`config.mk`:
```
export PLATFORM = sky130hd
export DESIGN_NAME = fft_addr_gen_flat
export DESIGN_NICKNAME = d
export VERILOG_FILES = /design/src/rtl/fft_addr_gen_if.sv /design/src/rtl/fft_addr_gen.sv /design/src/flat_wrapper.sv
export SDC_FILE = /design/constraint.sdc
export NUM_CORES = 1
export LEC_CHECK = 0
export CAP_MARGIN = 10
export CORE_MARGIN = 5
export CORE_UTILIZATION = 55
export CTS_BUF_LIST = sky130_fd_sc_hd__clkbuf_4 sky130_fd_sc_hd__clkbuf_8
export DETAILED_ROUTE_END_ITERATION = 6
export PLACE_DENSITY = 0.89
export SETUP_SLACK_MARGIN = 0.4
export SLEW_MARGIN = 20
export SYNTH_ARGS = -nofsm -noshare
export SYNTH_HDL_FRONTEND = slang
export SYNTH_SLANG_ARGS = --single-unit
```
`constraint.sdc`:
```
create_clock -name clk -period 4.7 [get_ports clk]
set_clock_uncertainty 0.2 [all_clocks]
set_input_delay 0.94 -clock clk [delete_from_list [all_inputs] [get_ports clk]]
set_output_delay 0.94 -clock clk [all_outputs]
set_load 0.05 [all_outputs]
```
`src/rtl/fft_addr_gen_if.sv`:
```
//==============================================================================
// Module      : fft_addr_gen_if
// Description : Start/stall control and beat bus between the FFT address
//               generator and the 4-butterfly datapath.
// Revision    : 1.0 - initial release
//==============================================================================
`default_nettype none

interface fft_addr_gen_if #(
    parameter int LOG2_POINTS = 10
);
    logic                   i_start;
    logic                   i_stall;
    logic [LOG2_POINTS-3:0] o_addr1;
    logic [LOG2_POINTS-3:0] o_addr2;
    logic                   o_valid;
    logic [LOG2_POINTS-1:0] o_stride;
    logic [LOG2_POINTS-2:0] o_twiddle_offset1;
    logic [LOG2_POINTS-2:0] o_twiddle_offset2;
    logic [LOG2_POINTS-2:0] o_twiddle_offset3;
    logic [LOG2_POINTS-2:0] o_twiddle_offset4;
    logic [3:0]             o_stage;
    logic                   o_busy;
    logic                   o_done;

    // Generator side: takes control, drives beats.
    modport master (
        input  i_start, i_stall,
        output o_addr1, o_addr2, o_valid, o_stride,
        output o_twiddle_offset1, o_twiddle_offset2,
        output o_twiddle_offset3, o_twiddle_offset4,
        output o_stage, o_busy, o_done
    );

    // Consumer side: issues control, receives beats.
    modport slave (
        output i_start, i_stall,
        input  o_addr1, o_addr2, o_valid, o_stride,
        input  o_twiddle_offset1, o_twiddle_offset2,
        input  o_twiddle_offset3, o_twiddle_offset4,
        input  o_stage, o_busy, o_done
    );
endinterface

`default_nettype wire

```
`src/rtl/fft_addr_gen.sv`:
```
//==============================================================================
// Module      : fft_addr_gen
// Description : Stage/beat sequencer for an in-place radix-2 DIF FFT. Issues
//               one beat (two word addresses, stride, four twiddle indices)
//               per cycle, with a fixed drain gap after every stage.
// Revision    : 1.0 - initial release
//==============================================================================
`default_nettype none

module fft_addr_gen #(
    parameter int LOG2_POINTS  = 10,
    parameter int DRAIN_CYCLES = 6
) (
    input  wire logic      clk,
    input  wire logic      rst,
    fft_addr_gen_if.master bus
);
    localparam int AW = LOG2_POINTS - 2;   // word address width
    localparam int JW = LOG2_POINTS - 3;   // beat index width
    localparam int TW = LOG2_POINTS - 1;   // twiddle index width
    localparam int SW = LOG2_POINTS;       // sample index / stride width
    localparam int DCW = (DRAIN_CYCLES > 1) ? $clog2(DRAIN_CYCLES) : 1;

    localparam logic [3:0]     LAST_STAGE      = 4'(LOG2_POINTS - 1);
    // Last stage whose stride is >= 4 samples (one word or more apart).
    localparam logic [3:0]     LAST_WIDE_STAGE = 4'(LOG2_POINTS - 3);
    localparam logic [JW-1:0]  LAST_BEAT       = '1;
    localparam logic [DCW-1:0] DRAIN_LAST      = DCW'(DRAIN_CYCLES - 1);

    typedef enum logic [1:0] {
        IDLE  = 2'd0,
        ISSUE = 2'd1,
        DRAIN = 2'd2,
        DONE  = 2'd3
    } state_t;

    state_t         state;
    logic [3:0]     stage;
    logic [JW-1:0]  beat;
    logic [DCW-1:0] drain_cnt;

    logic [3:0]     span_shift;
    logic [3:0]     split;
    logic [SW-1:0]  stride_next;
    logic [SW-1:0]  stride_mask;
    logic [SW-1:0]  sample_base;
    logic [AW-1:0]  beat_ext;
    logic [AW-1:0]  low_mask;
    logic [AW-1:0]  addr1_next;
    logic [AW-1:0]  addr2_next;
    logic [SW-1:0]  sample [4];
    logic [TW-1:0]  twiddle_next [4];

    // Beat contents for the current (stage, beat). Strides and twiddle
    // multipliers are powers of two, so everything reduces to shifts/masks.
    always_comb begin
        span_shift  = LAST_STAGE - stage;
        stride_next = SW'(1) << span_shift;
        stride_mask = stride_next - SW'(1);
        beat_ext    = AW'(beat);
        split       = LAST_WIDE_STAGE - stage;
        low_mask    = (AW'(1) << split) - AW'(1);
        if (stage <= LAST_WIDE_STAGE) begin
            // Insert a zero at bit 'split': first word of the pair, partner
            // word sits exactly stride/4 words above it.
            addr1_next  = ((beat_ext >> split) << (split + 4'd1)) | (beat_ext & low_mask);
            addr2_next  = addr1_next | (AW'(1) << split);
            sample_base = {addr1_next, 2'b00};
        end else begin
            // Both butterfly halves live in the same word; take words in pairs.
            addr1_next  = {beat, 1'b0};
            addr2_next  = {beat, 1'b1};
            sample_base = '0;
        end
        for (int b = 0; b < 4; b++) begin
            sample[b]       = (sample_base | SW'(b)) & stride_mask;
            twiddle_next[b] = TW'(sample[b] << stage);
        end
    end

    assign bus.o_stage = stage;

    // Control FSM with registered beat outputs.
    always_ff @(posedge clk or posedge rst) begin
        if (rst) begin
            state                 <= IDLE;
            stage                 <= '0;
            beat                  <= '0;
            drain_cnt             <= '0;
            bus.o_valid           <= 1'b0;
            bus.o_busy            <= 1'b0;
            bus.o_done            <= 1'b0;
            bus.o_addr1           <= '0;
            bus.o_addr2           <= '0;
            bus.o_stride          <= '0;
            bus.o_twiddle_offset1 <= '0;
            bus.o_twiddle_offset2 <= '0;
            bus.o_twiddle_offset3 <= '0;
            bus.o_twiddle_offset4 <= '0;
        end else begin
            bus.o_valid <= 1'b0;
            bus.o_done  <= 1'b0;
            case (state)
                IDLE: begin
                    if (bus.i_start) begin
                        state      <= ISSUE;
                        stage      <= '0;
                        beat       <= '0;
                        drain_cnt  <= '0;
                        bus.o_busy <= 1'b1;
                    end
                end
                ISSUE: begin
                    if (!bus.i_stall) begin
                        bus.o_valid           <= 1'b1;
                        bus.o_addr1           <= addr1_next;
                        bus.o_addr2           <= addr2_next;
                        bus.o_stride          <= stride_next;
                        bus.o_twiddle_offset1 <= twiddle_next[0];
                        bus.o_twiddle_offset2 <= twiddle_next[1];
                        bus.o_twiddle_offset3 <= twiddle_next[2];
                        bus.o_twiddle_offset4 <= twiddle_next[3];
                        if (beat == LAST_BEAT) begin
                            state     <= DRAIN;
                            drain_cnt <= '0;
                        end else begin
                            beat <= beat + 1'b1;
                        end
                    end
                end
                DRAIN: begin
                    // The datapath never stalls, so the drain ignores i_stall.
                    if (drain_cnt == DRAIN_LAST) begin
                        drain_cnt <= '0;
                        if (stage == LAST_STAGE) begin
                            state <= DONE;
                        end else begin
                            state <= ISSUE;
                            stage <= stage + 4'd1;
                            beat  <= '0;
                        end
                    end else begin
                        drain_cnt <= drain_cnt + 1'b1;
                    end
                end
                DONE: begin
                    bus.o_done <= 1'b1;
                    bus.o_busy <= 1'b0;
                    state      <= IDLE;
                end
                default: state <= IDLE;
            endcase
        end
    end
endmodule

`default_nettype wire

```
`src/flat_wrapper.sv`:
```
// flat-port wrapper written by rule: the top's interface ports become plain ports
module fft_addr_gen_flat 
#(
    parameter int LOG2_POINTS  = 10,
    parameter int DRAIN_CYCLES = 6
)
  (clk, rst, bus_i_start, bus_i_stall, bus_o_addr1, bus_o_addr2, bus_o_valid, bus_o_stride, bus_o_twiddle_offset1, bus_o_twiddle_offset2, bus_o_twiddle_offset3, bus_o_twiddle_offset4, bus_o_stage, bus_o_busy, bus_o_done);
  fft_addr_gen_if #(.LOG2_POINTS(LOG2_POINTS)) bus_i ();
  input  wire logic clk;
  input  wire logic rst;
  input wire logic [$bits(bus_i.i_start)-1:0] bus_i_start;
  input wire logic [$bits(bus_i.i_stall)-1:0] bus_i_stall;
  output wire logic [$bits(bus_i.o_addr1)-1:0] bus_o_addr1;
  output wire logic [$bits(bus_i.o_addr2)-1:0] bus_o_addr2;
  output wire logic [$bits(bus_i.o_valid)-1:0] bus_o_valid;
  output wire logic [$bits(bus_i.o_stride)-1:0] bus_o_stride;
  output wire logic [$bits(bus_i.o_twiddle_offset1)-1:0] bus_o_twiddle_offset1;
  output wire logic [$bits(bus_i.o_twiddle_offset2)-1:0] bus_o_twiddle_offset2;
  output wire logic [$bits(bus_i.o_twiddle_offset3)-1:0] bus_o_twiddle_offset3;
  output wire logic [$bits(bus_i.o_twiddle_offset4)-1:0] bus_o_twiddle_offset4;
  output wire logic [$bits(bus_i.o_stage)-1:0] bus_o_stage;
  output wire logic [$bits(bus_i.o_busy)-1:0] bus_o_busy;
  output wire logic [$bits(bus_i.o_done)-1:0] bus_o_done;
  assign bus_i.i_start = bus_i_start;
  assign bus_i.i_stall = bus_i_stall;
  assign bus_o_addr1 = bus_i.o_addr1;
  assign bus_o_addr2 = bus_i.o_addr2;
  assign bus_o_valid = bus_i.o_valid;
  assign bus_o_stride = bus_i.o_stride;
  assign bus_o_twiddle_offset1 = bus_i.o_twiddle_offset1;
  assign bus_o_twiddle_offset2 = bus_i.o_twiddle_offset2;
  assign bus_o_twiddle_offset3 = bus_i.o_twiddle_offset3;
  assign bus_o_twiddle_offset4 = bus_i.o_twiddle_offset4;
  assign bus_o_stage = bus_i.o_stage;
  assign bus_o_busy = bus_i.o_busy;
  assign bus_o_done = bus_i.o_done;
  fft_addr_gen #(.LOG2_POINTS(LOG2_POINTS), .DRAIN_CYCLES(DRAIN_CYCLES)) u_core (.clk(clk), .rst(rst), .bus(bus_i));
endmodule
```
Yosys cells after proc, flatten, opt, wreduce, memory -nomap -nowiden
Cells that the tools add are included.
{"block": "word_totals", "input_bits": 4, "register_bits": 81, "ramBits": 0, "mem_count": 0, "latch_bits": 0, "output_inout_bits": 69, "rom_bits": 0, "word_cells": 90}
{"block": "op_classes", "n_div": 0, "bitwise_logic": 8, "mul": 0, "n_eq_ne": 12, "n_lt_le_gt_ge": 1, "reduce_logical": 10, "muxes": 29, "n_shift": 8, "add_sub_neg": 8}
{"op": "AND 10 bit", "n": 4}
{"op": "left shift 10 x 4 -> 9 bit", "n": 4}
{"op": "2-to-1 mux 7 bit", "n": 5}
{"op": "case mux 7 bit (3 select lines)", "n": 1}
{"op": "2-to-1 mux 8 bit", "n": 2}
{"op": "bitwise OR 8 bit", "n": 2}
{"op": "2-to-1 mux 3 bit", "n": 4}
{"op": "2-to-1 mux 4 bit", "n": 3}
{"op": "AND reduction 4 bit", "n": 3}
{"op": "2-to-1 mux 10 bit", "n": 1}
{"op": "2-to-1 mux 2 bit", "n": 5}
{"op": "left shift 1 x 4 -> 10 bit (first input constant)", "n": 1}
{"op": "subtractor 10 x 1 -> 10 bit (second input constant)", "n": 1}
{"op": "case mux 3 bit (3 select lines)", "n": 1}
{"op": "adder 4 x 1 -> 4 bit (second input constant)", "n": 2}
{"op": "AND 7 x 8 -> 8 bit", "n": 1}
{"op": "inequality test 2 bit (second input constant)", "n": 4}
{"op": "case mux 2 bit (4 select lines)", "n": 1}
{"op": "case mux 4 bit (2 select lines)", "n": 1}
{"op": "left shift 1 x 4 -> 8 bit (first input constant)", "n": 1}
{"op": "left shift 8 x 4 -> 8 bit", "n": 1}
{"op": ">> shifter 7 x 4 -> 8 bit", "n": 1}
{"op": "subtractor 8 x 2 -> 8 bit (second input constant)", "n": 1}
{"op": "adder 7 x 1 -> 7 bit (second input constant)", "n": 1}
{"op": "other kinds (18)", "n": 25}

Logic depth before layout (Yosys ltp)
{"block": "logic_depth", "word_depth": 8, "ltp_mapped": 17, "depth_no_buf": 13}

Least setup slack after synthesis
OpenSTA, ideal clock, no wires.
{"block": "synth_timing", "kind": "reg-to-reg", "start": "register u_core.stage[1] (netlist: u_core.bus.o_stage[1])", "end": "register u_core.bus.o_twiddle_offset3[7]", "t_required_ns": 4.405, "setup_slack_ns": 0.142, "arrival_ns": 4.262, "stages_incl_launch_ff": 16, "setup_ns": 0.095, "path_buffers": 4, "period_less_slack_ns": 4.558, "path_cell_list": "dfrtp_1 -> buf_2 -> buf_1 -> clkinv_1 -> ha_1 -> clkbuf_1 -> clkbuf_1 -> nor2_1 -> nand2_1 -> ha_1 -> or4_1 -> a211oi_1 -> a211oi_2 -> o22ai_1 -> o21ai_1 -> o31ai_1"}
{"block": "synth_between", "elab_chain_cells": 8, "word_cells_on_any_way": 15, "cone_classes": "5 x add/sub; 1 x order compare; 5 x shift; 1 x mux; 3 x bitwise"}
{"element": "start: declaration", "line_no": "fft_addr_gen.sv:38", "text": "logic [3:0] stage;"}
{"element": "start signal: assignment", "line_no": "fft_addr_gen.sv:139", "text": "stage <= stage + 4'd1;"}
{"element": "subtractor 3 x 4 -> 4 bit", "line_no": "fft_addr_gen.sv:61", "text": "split = LAST_WIDE_STAGE - stage;"}
{"element": "left shift 1 x 4 -> 8 bit", "line_no": "fft_addr_gen.sv:62", "text": "low_mask = (AW'(1) << split) - AW'(1);"}
{"element": "subtractor 8 x 2 -> 8 bit", "line_no": "fft_addr_gen.sv:62"}
{"element": "AND 7 x 8 -> 8 bit", "line_no": "fft_addr_gen.sv:66", "text": "addr1_next = ((beat_ext >> split) << (split + 4'd1)) | (beat_ext & low_mask);"}
{"element": "bitwise OR 8 bit", "line_no": "fft_addr_gen.sv:66"}
{"element": "2-to-1 mux 10 bit", "line_no": "fft_addr_gen.sv:63", "text": "if (stage <= LAST_WIDE_STAGE) begin"}
{"element": "AND 10 bit", "line_no": "fft_addr_gen.sv:76", "text": "sample[b] = (sample_base | SW'(b)) & stride_mask;"}
{"element": "left shift 10 x 4 -> 9 bit (*)", "line_no": "fft_addr_gen.sv:77", "text": "twiddle_next[b] = TW'(sample[b] << stage);"}
{"element": "end signal: assignment", "line_no": "fft_addr_gen.sv:121", "text": "bus.o_twiddle_offset3 <= twiddle_next[2];"}
{"element": "end: declaration", "line_no": "fft_addr_gen_if.sv:31", "text": "output o_twiddle_offset3, o_twiddle_offset4,"}
Every way passes the cells marked *; elsewhere a longest branch is shown, timed or not.
A chain may end at the register's enable or synchronous reset.

Final worst setup path
{"block": "layout_timing", "start": "register u_core.stage[2] (netlist: u_core.bus.o_stage[2])", "end": "register u_core.bus.o_twiddle_offset4[8]"}
{"block": "layout_between", "elab_chain_cells": 8, "word_cells_on_any_way": 15, "cone_classes": "5 x add/sub; 1 x order compare; 5 x shift; 1 x mux; 3 x bitwise"}
{"element": "subtractor 3 x 4 -> 4 bit", "line_no": "fft_addr_gen.sv:61"}
{"element": "left shift 1 x 4 -> 8 bit", "line_no": "fft_addr_gen.sv:62"}
{"element": "subtractor 8 x 2 -> 8 bit", "line_no": "fft_addr_gen.sv:62"}
{"element": "AND 7 x 8 -> 8 bit", "line_no": "fft_addr_gen.sv:66"}
{"element": "bitwise OR 8 bit", "line_no": "fft_addr_gen.sv:66"}
{"element": "2-to-1 mux 10 bit", "line_no": "fft_addr_gen.sv:63"}
{"element": "AND 10 bit", "line_no": "fft_addr_gen.sv:76"}
{"element": "left shift 10 x 4 -> 9 bit (*)", "line_no": "fft_addr_gen.sv:77"}
{"element": "end signal: assignment", "line_no": "fft_addr_gen.sv:122", "text": "bus.o_twiddle_offset4 <= twiddle_next[3];"}
{"element": "end: declaration", "line_no": "fft_addr_gen_if.sv:31"}
Marks and branches as above.

==> metrics <==
Placement Setup Slack=0.862 ns; CTS tree=built; Post-CTS Resized=0; Initial Utilization=0.567; Cells after Synth=599; Unique masters post-synth=73; CP arrival=4.00 ns; Area growth, synth to finish=19.7%; setup ws final=0.775 ns; top cells by area, synth=dfrtp_1, nand2_1, o21ai_0; Critical Setup Path Class=flip-flop to flip-flop; Fmax=255 MHz; Setup Buffers After CTS=0; Cell Int Power=0.00214 W; Critical Path Fanout Max=11; Sw Ratio=0.530; Core ar.=8720 sq um; clock power share=0.140; P per Cell Area=770 nW/um^2; Reg-to-Reg End=u_core.bus.o_twiddle_offset4[8]; CP Launch Type=flip-flop; cell family with the largest share of critical-path delay=simple AND/OR/NAND/NOR gates; Yosys top cell area share=0.390; Power Total=0.00456 W; Most used DFF post-synth=dfrtp_1; first-pass GRT wire length=25700 um; gpl congestion=0.982; # rows=34; worst slew pin tran=0.761 ns; share of cells above drive strength 1=0.0692; reg2reg start=u_core.bus.o_stage[2]; Via Count=4934; net load switching power=0.00241 W; GRT Residual Overflow=0; CP endpoint=u_core.bus.o_twiddle_offset4[8]; die height=105 um; clock latency at the later pin of the worst-skew pair=0.36 ns; Critical path origin=u_core.bus.o_stage[2]; vias per inst=6.51; Fill cells=700; I/O Buffers=69; ys async rst share=1.00; initial antenna violation count=0; RSZ-0062 raised after global routing=false; CTS Hold Buffers Added=0; Root Buffer=clkbuf_8; crit path max-delay cell type=or4_1; # IOs=73; DRC errors left=0; Multi-input gate area=2740 sq um; maxcap violations=0; Die Area=11000 sq um; TritonCTS Sinks=77; CP cell instances=inv_1 > ha_1 > buf_4 > xor2_1 > buf_4 > nor2_1 > nand2_1 > ha_1 > or4_1 > a21oi_1 > o21ai_0 > nand3_1 > nand3_1 > a31oi_1; fin nets=664; Final Slew Violations=0; DPL Wire Length=11400 um; sequential fraction of the synthesis area=0.390; period utilisation layout=0.835; Worst EP required=4.77 ns; Worst Path Buf+Inv=3; r2r worst-path depth=14; max_slew headroom=0.491; largest net degree at the start of global routing=66; slowest stage delay, CP=0.60 ns; flop2flop setup slack=0.78 ns; Crit path depth=14; Total Wirelength=15600 um; DRT Pass-1 Iters=7; Setup crit end kind=flip-flop; setup TNS after final layout=0 ns; CTS Buf Count=9; crit path time final=3.92 ns; fin util=0.678; n_diodes=0; hold depth=2; EDFF count, synth=0; largest area contributor in the netlist=dfrtp_1; Max VDD drop=495 uV; Die W=105 um; Iteration-0 DRC Markers=471; WHS=0.283 ns; sequential fraction of design power=0.236; status=finished, final reports clean; Routed Antenna Nets=0; Final Hold Vio Count=0; vias in the first global route=4736; Pleak=2.41 nW; Mean Syn Cell Area=8.25 sq um; final setup violation count=0; Storage cell area=1930 sq um; synthesized area=4940 sq um; clock slew at reported path FFs=0.08 ns; Total GRT Usage=0.284; Ys Warns=0; Bufs on Longest Clock Path=2; wire per inst=20.6 um; min-delay worst type=flip-flop to flip-flop; Yosys reg bits=77; H-tree depth=3; Comb pwr share=0.624
worst min-delay path, delay by kind of cell, from the launching register on:
family	cells	cell delay (ns)
and+or+nand+nor	1	0.04
DFF	1	0.35
AOI/OAI and AO/OA	1	0.06
Yosys cell counts, types with 3 or more instances:
cell type and count:
o211ai_1 4, a211oi_1 4, nor4_1 4, buf_2 10, clkbuf_1 30, and2_1 4, a22oi_1 4, o22ai_1 3
nor2_1 54, nand2b_1 12, dfrtp_1 77, o31ai_1 13, or3_1 4, a31oi_1 17, nor2b_1 4, o21ai_1 4
a2111oi_1 3, and4b_1 3, nand3_1 22, a32oi_1 3, ha_1 15, nand3b_1 4, o21a_1 4, buf_4 4
nor3b_1 3, o22a_1 3, nand2_1 90, mux2i_1 8, inv_1 15, nand4_1 6, buf_1 6, o21ai_0 53
xor2_1 4, a21oi_1 40, nor3_1 12, xnor2_1 9
power by group through the flow:
stage	clock, W	sequential, W	combinational (W)
finish	0.000636	0.00108	0.00285
detailed placement	0	0.00109	0.00281
floorplan	0	0.00179	0.00124
global placement	0	0.00107	0.00277
CTS	0.000644	0.00107	0.00282
global route	0.000675	0.00111	0.00302
kinds of logic (layout without fill, tap and decap cells):
family	Yosys count	after routing	synth area share
AND/OR/NAND/NOR	233	233	0.222
AO/OA/AOI/OAI	184	184	0.250
flip-flops	77	77	0.390
buffers and inverters	67	116	0.0579
adder cells (fa/ha/maj)	15	15	0.0380
XOR/XNOR	13	13	0.0230
multiplexers	9	9	0.0185
other	1	3	0.000758
area by class of cell:
type                    count  area share
multi-input cells         457       0.463
flip-flops and latches     77       0.326
repair buffers             84       0.136
well taps                 108      0.0228
clock buffers              10      0.0222
clock inverters             6      0.0201
inverters                  16      0.0104
routing by layer:
layer | vias up | track usage | wire [um]
met4 | 0 | 0.0795 | 401
met3 | 47 | 0.0629 | 1500
met1 | 2359 | 0.406 | 6510
met5 | - | 0 | 0
met2 | 281 | 0.434 | 7190
li1 | 2247 | - | -
sequential cells by signal, summed over array words and instances, names as in the netlist:
| name | flops |
|---|---|
| u_core.beat | 7 |
| u_core.bus.o_addr1 | 8 |
| u_core.bus.o_addr2 | 8 |
| u_core.bus.o_busy | 1 |
| u_core.bus.o_done | 1 |
| u_core.bus.o_stage | 4 |
| u_core.bus.o_stride | 10 |
| u_core.bus.o_twiddle_offset1 | 7 |
| u_core.bus.o_twiddle_offset2 | 8 |
| u_core.bus.o_twiddle_offset3 | 8 |
| u_core.bus.o_twiddle_offset4 | 9 |
| u_core.bus.o_valid | 1 |
| u_core.drain_cnt | 3 |
| u_core.state | 2 |
how the worst min path moves through the flow:
stage / from / end / slack, ns
CTS: u_core.bus.o_stride[6] / u_core.bus.o_stride[6] / 0.29
global placement: u_core.bus.o_stride[6] / u_core.bus.o_stride[6] / 0.26
finish: u_core.bus.o_addr1[7] / u_core.bus.o_addr1[7] / 0.28
floorplan: u_core.drain_cnt[1] / u_core.drain_cnt[1] / 0.29
detailed placement: u_core.bus.o_stride[6] / u_core.bus.o_stride[6] / 0.27
global route: u_core.bus.o_twiddle_offset2[5] / u_core.bus.o_twiddle_offset2[5] / 0.32
stage by stage:
| step | cells | instance area, sq um |
|---|---|---|
| final | 758 | 5920 |
| after floorplan | 601 | 4950 |
| after CTS | 758 | 5920 |
| after global placement | 742 | 5670 |
| after global routing | 758 | 5920 |
| after detailed placement | 742 | 5670 |
layout by cell type (no fill, tap or decap), types with 4 or more instances in the layout:
cell              n
nand2_1          90
dfrtp_1          76
clkdlybuf4s50_1  69
nor2_1           54
o21ai_0          53
a21oi_1          40
nand3_1          22
a31oi_1          17
ha_1             15
buf_4            15
inv_1            14
o31ai_1          13
nand2b_1         12
nor3_1           12
xnor2_1           9
clkbuf_8          9
mux2i_1           8
nand4_1           6
nand3b_1          4
xor2_1            4
o211ai_1          4
nor2b_1           4
or3_1             4
o21a_1            4
nor4_1            4
and2_1            4
a22oi_1           4
a211oi_1          4
o21ai_1           4
Note: power is estimated with default switching activity, not from simulation.
